[src/rtl/fletcher_checksum_pkg.sv]
// Shared sizing helpers for the Fletcher checksum engine.
package fletcher_checksum_pkg;

  // Width of each running sum (A and B) for a given total checksum width.
  function automatic int unsigned half_width(input int unsigned width);
    return width / 2;
  endfunction

  // Ones'-complement modulus 2^H - 1 for a given total checksum width.
  function automatic longint unsigned ones_modulus(input int unsigned width);
    return (64'(1) << (width / 2)) - 64'(1);
  endfunction

endpackage

[src/rtl/fletcher_checksum_mod_ones_add.sv]
// Combinational modular add: sum = (x + y) mod (2^H - 1).
// x must be canonical (0..M-1); y may be anything up to M (all ones).
module mod_ones_add #(
  parameter int unsigned H = 32
) (
  input  logic [H-1:0] x,
  input  logic [H-1:0] y,
  output logic [H-1:0] sum
);

  localparam logic [H:0] Mod = {1'b0, {H{1'b1}}};

  logic [H:0] s;
  logic       wrap;

  assign s    = {1'b0, x} + {1'b0, y};
  assign wrap = (s >= Mod);

  // Subtracting M modulo 2^H is the same as adding 1, so the conditional
  // subtract reduces to an increment of the low H bits.
  assign sum = s[H-1:0] + {{(H-1){1'b0}}, wrap};

endmodule

[src/rtl/fletcher_checksum.sv]
// Streaming Fletcher-16/32/64 engine: one Width/2-bit word per enabled clock,
// registered checksum {B, A} on dout.
module fletcher_checksum
  import fletcher_checksum_pkg::*;
#(
  parameter int unsigned Width = 64
) (
  input  logic               clk,
  input  logic               rst,
  input  logic               en,
  input  logic [Width/2-1:0] din,
  output logic [Width-1:0]   dout
);

  localparam int unsigned H = half_width(Width);

  logic [H-1:0] a_q, b_q;
  logic [H-1:0] a_d, b_d;
  logic [H-1:0] a_next, b_next;

  mod_ones_add #(.H(H)) u_add_a (
    .x  (a_q),
    .y  (din),
    .sum(a_next)
  );

  // B accumulates the freshly updated A, so the adders are chained.
  mod_ones_add #(.H(H)) u_add_b (
    .x  (b_q),
    .y  (a_next),
    .sum(b_next)
  );

  // Next-state select: accumulate on enable, otherwise hold.
  always_comb begin
    a_d = a_q;
    b_d = b_q;
    if (en) begin
      a_d = a_next;
      b_d = b_next;
    end
  end

  // Sum registers with synchronous active-low reset overriding enable.
  always_ff @(posedge clk) begin
    if (!rst) begin
      a_q <= '0;
      b_q <= '0;
    end else begin
      a_q <= a_d;
      b_q <= b_d;
    end
  end

  assign dout = {b_q, a_q};

endmodule

[config.mk]
export PLATFORM = sky130hd
export DESIGN_NAME = fletcher_checksum
export DESIGN_NICKNAME = d
export VERILOG_FILES = /design/src/rtl/fletcher_checksum_pkg.sv /design/src/rtl/fletcher_checksum_mod_ones_add.sv /design/src/rtl/fletcher_checksum.sv
export SDC_FILE = /design/constraint.sdc
export NUM_CORES = 1
export LEC_CHECK = 0
export CORE_MARGIN = 4
export CORE_UTILIZATION = 35
export CTS_CLUSTER_SIZE = 8
export DETAILED_ROUTE_END_ITERATION = 7
export GPL_TIMING_DRIVEN = 0
export PLACE_DENSITY = 0.51
export SLEW_MARGIN = 5
export SYNTH_ARGS = -nofsm -noshare
export SYNTH_HDL_FRONTEND = slang
export SYNTH_SLANG_ARGS = --single-unit
export TNS_END_PERCENT = 20
[constraint.sdc]
create_clock -name clk -period 25 [get_ports clk]
set_clock_uncertainty 0.1 [all_clocks]
set_input_delay 3.75 -clock clk [delete_from_list [all_inputs] [get_ports clk]]
set_output_delay 3.75 -clock clk [all_outputs]
set_load 0.02 [all_outputs]
==> flow_metrics.py <==
metrics = {
    "final_layout": {
        "area_growth_syn_to_layout_pct": 21.3,
        "final_layout_size_suffix_gt1_share_pct": 7.81,
        "nets": 1241,
        "layout.core_utilization_pct": 43.2,
        "fillCellCount": 2284,
        "ant_diodes": 0,
    },
    "power_and_ir_drop": {
        "seq_power_share_pct": 14.2,
        "power.density_cell_area_mw_per_mm2": 116,
        "power.switching_fraction_pct": 51.4,
        "combPwrFrac_pct": 73.2,
        "p_sw_mw": 0.564,
        "p_clk_share_pct": 12.6,
        "internal_power_mw": 0.533,
        "cellLeakagePower_nw": 3.67,
        "power.ir.vdd_worst_uv": 56.0,
    },
    "timing": {
        "timing.slew.headroom_pct": 36.2,
        "hold_violations": 0,
        "timing.setup.tns_ns": 0,
        "setup_repair_after_global_routing_missed_its_margin": "no",
        "final.setup.worst_slack_ns": 8.86,
        "least_margin_pin_slew_ns": 0.933,
        "finalWorstPathRequiredPeriod_ns": 16.14,
        "fmaxAchievable_mhz": 62.0,
        "max_slew_violations": 0,
        "final-setup-viol-count": 0,
        "layout_worst_path_cycle_share_pct": 64.6,
    },
    "die": {
        "effective_utilization_at_floorplan_pct": 35.6,
        "die-width_um": 157,
        "die_h_um": 157,
        "design.portCount": 99,
        "core_region_area_mm2": 0.0218,
        "placementRows": 54,
        "design.die.area_mm2": 0.0246,
    },
    "logic_synthesis": {
        "synth-edff-count": 0,
        "ys_seq_area_share_pct": 16.5,
        "syn_nets": 1132,
        "synth_largest_type_area_fraction_pct": 16.5,
        "synth.distinct_cells": 94,
        "synth_ff_type": "dfxtp_1",
        "post_synth.cell_area_avg_um2": 7.56,
        "ys_async_sr_fraction_pct": 0,
        "synthesis_stage_register_bit_count": 64,
        "ys.warnings.count": 0,
        "synth_top_cell_by_area": "dfxtp_1",
        "synth.top_cells.by_area": "dfxtp_1 16%, ha_1 11%, xnor2_1 6.1%",
        "gate_count_after_technology_mapping": 1027,
        "netlist_area_mm2": 0.00777,
    },
    "critical_path": {
        "critical_path.max_stage_delay_ns": 0.86,
        "arrival_ns": 16.30,
        "crit_slowest_cell": "a2111oi_0",
        "worstReg2RegEnd": "b_q[31]",
        "timing.rr.start": "a_q[0]",
        "cp_common_cell": "ha_1",
        "ff2ff_path_depth": 40,
        "worst-endpoint-required_ns": 25.16,
        "worst-path-buf-inv": 2,
        "critical_path_peak_fanout": 10,
        "critical_path_class": "input port to flip-flop",
        "timing.critical_path.max_delay_family": "simple AND/OR/NAND/NOR gates",
        "setup.reg_to_reg.worst_slack_ns": 12.38,
        "end_kind": "flip-flop",
        "crit_path_start_kind": "input port",
    },
    "clock_network": {
        "clock_latency_ns": 0.33,
        "cts.repair.resized": 0,
        "clockRootBuffer": "clkbuf_16",
        "path_clk_slew_ns": 0.05,
        "hold_buf_cts": 0,
        "tritoncts": "yes",
        "cts_max_level": 3,
        "cts_num_sinks": 64,
        "numCtsBuffers": 9,
        "cts_setup_buffers": 0,
        "clock_tree.buffer_depth": 2,
    },
    "detailed_routing": {
        "vias_per_cell": 5.59,
        "routed-via-count": 7938,
        "wl_per_cell_um": 18.8,
        "count_of_unresolved_drc_violations_after_routing": 0,
        "drtAntennaViolNets": 0,
        "initialDrtViolationCount": 442,
        "firstDrtPassIters": 5,
        "detail_route.wirelength_um": 26800,
    },
    "flow_run": {
        "number_of_max_cap_violations": 0,
    },
    "grt": {
        "maximum_number_of_pins_on_one_net_before_global_route_repair": 11,
        "gr-total-overflow": 0,
        "first_pass_grt_wire_length_um": 42000,
        "number_of_antenna_violations_at_the_first_check_in_global_routing": 0,
        "first_global_vias": 7625,
        "globalRouteTotalUtil_pct": 21.4,
    },
    "hold_path": {
        "worst_hold_path.endpoint": "b_q[3]",
        "hold_start": "b_q[3]",
        "hold_path_class": "flip-flop to flip-flop",
        "min_delay_path_depth": 2,
    },
    "placed_design": {
        "detailed_place_hpwl_um": 22400,
        "placement.setup.worst_slack_ns": 8.63,
        "place_congestion": 0.915,
        "port-buffer-count": 98,
    },
    "outcome": {
        "outcome": "completed",
    },
}
==> stage by stage <==
stage	std cells	power, mW	hold slack, ns	instance area [um^2]
after floorplan	1027	0.729	0.461	7770
after global placement	1405	0.951	0.399	9100
after detailed placement	1405	0.950	0.398	9100
after CTS	1420	1.09	0.405	9420
after global routing	1420	1.19	0.416	9420
final	1420	1.10	0.407	9420
==> power groups by stage <==
stage               sequential [mW]  clock [mW]  combinational, mW
CTS                           0.156       0.140              0.797
finish                        0.156       0.138              0.804
detailed placement            0.158           0              0.792
global route                  0.159       0.146              0.888
floorplan                     0.177           0              0.552
global placement              0.159           0              0.792
==> cell usage after synthesis (all sizes together) (6+ instances only) <==
library cell	n
mux2i	20
nand3b	6
and3	16
nor2b	7
a21boi	6
a21oi	75
a21o	20
buf	20
nor4	18
a311oi	7
o21a	9
inv	15
o211ai	14
ha	68
a211o	6
dfxtp	64
nand3	41
nand2b	7
and4	8
clkbuf	27
xnor2	54
o21ai	67
or2	11
nand4	20
o21ba	9
nor3	28
nand2	96
and2	9
nor2	104
a211oi	31
a31oi	9
xor2	32
or3	13
==> per-layer routing <==
| layer | wire length, um | part of all wire, % | track usage [%] |
|---|---|---|---|
| met1 | 13400 | 50 | 30.9 |
| met2 | 12200 | 46 | 35.3 |
| met3 | 846 | 3.2 | 1.54 |
| met4 | 281 | 1.1 | 3.84 |
| met5 | 0 | 0 | 0 |
==> cells in the final DEF, fill, tap and decap left out, drive strengths merged, types with 28 or more instances in the layout <==
cell / synthesis / layout
a211oi: 31 / 31
clkbuf: 27 / 39
nor2: 104 / 104
o21ai: 67 / 67
nor3: 28 / 28
clkdlybuf4s50: 0 / 98
xor2: 32 / 32
nand3: 41 / 41
a21oi: 75 / 75
ha: 68 / 68
xnor2: 54 / 54
nand2: 96 / 96
dfxtp: 64 / 64
==> worst min-delay path, delay by kind of cell, from the launching register on <==
kind             cells  cell delay, ns
flip-flops           1            0.32
AND/OR/NAND/NOR      1            0.09
AO/OA/AOI/OAI        1            0.05
==> sequential cells by signal, indices dropped and copies added, names as in the netlist <==
register  count
a_q          32
b_q          32
==> how the worst max path moves through the flow <==
stage	start	end	slack, ns	cells after the start
final	din[0]	b_q[31]	8.86	41
after floorplan	din[0]	b_q[31]	11.47	40
after global routing	din[0]	b_q[31]	8.18	41
after global placement	din[0]	b_q[31]	8.65	41
after CTS	din[0]	b_q[31]	8.92	41
after detailed placement	din[0]	b_q[31]	8.63	41
==> area by class of cell <==
class / count / area (um^2) / area share, %
multi-input combinational: 900 / 6180 / 65.6
buffer: 47 / 244 / 2.59
tap: 280 / 350 / 3.72
clock buffer: 12 / 256 / 2.72
sequential: 64 / 1280 / 13.6
inverter: 16 / 60.1 / 0.638
clock inverter: 3 / 65.1 / 0.691
timing repair buffer: 98 / 981 / 10.4
==> cell families (layout without fill, tap and decap cells) <==
group                    Yosys count  in the layout  share of synthesized area [%]
flip-flops                        64             64                           16.5
XOR/XNOR                          86             86                           9.70
AO/OA/AOI/OAI                    304            304                           27.0
AND/OR/NAND/NOR                  417            417                           28.4
buffers and inverters             63            176                           3.91
adder cells (fa/ha/maj)           70             70                           11.5
multiplexers                      23             23                           3.01
(Power assumes the default switching activity.)
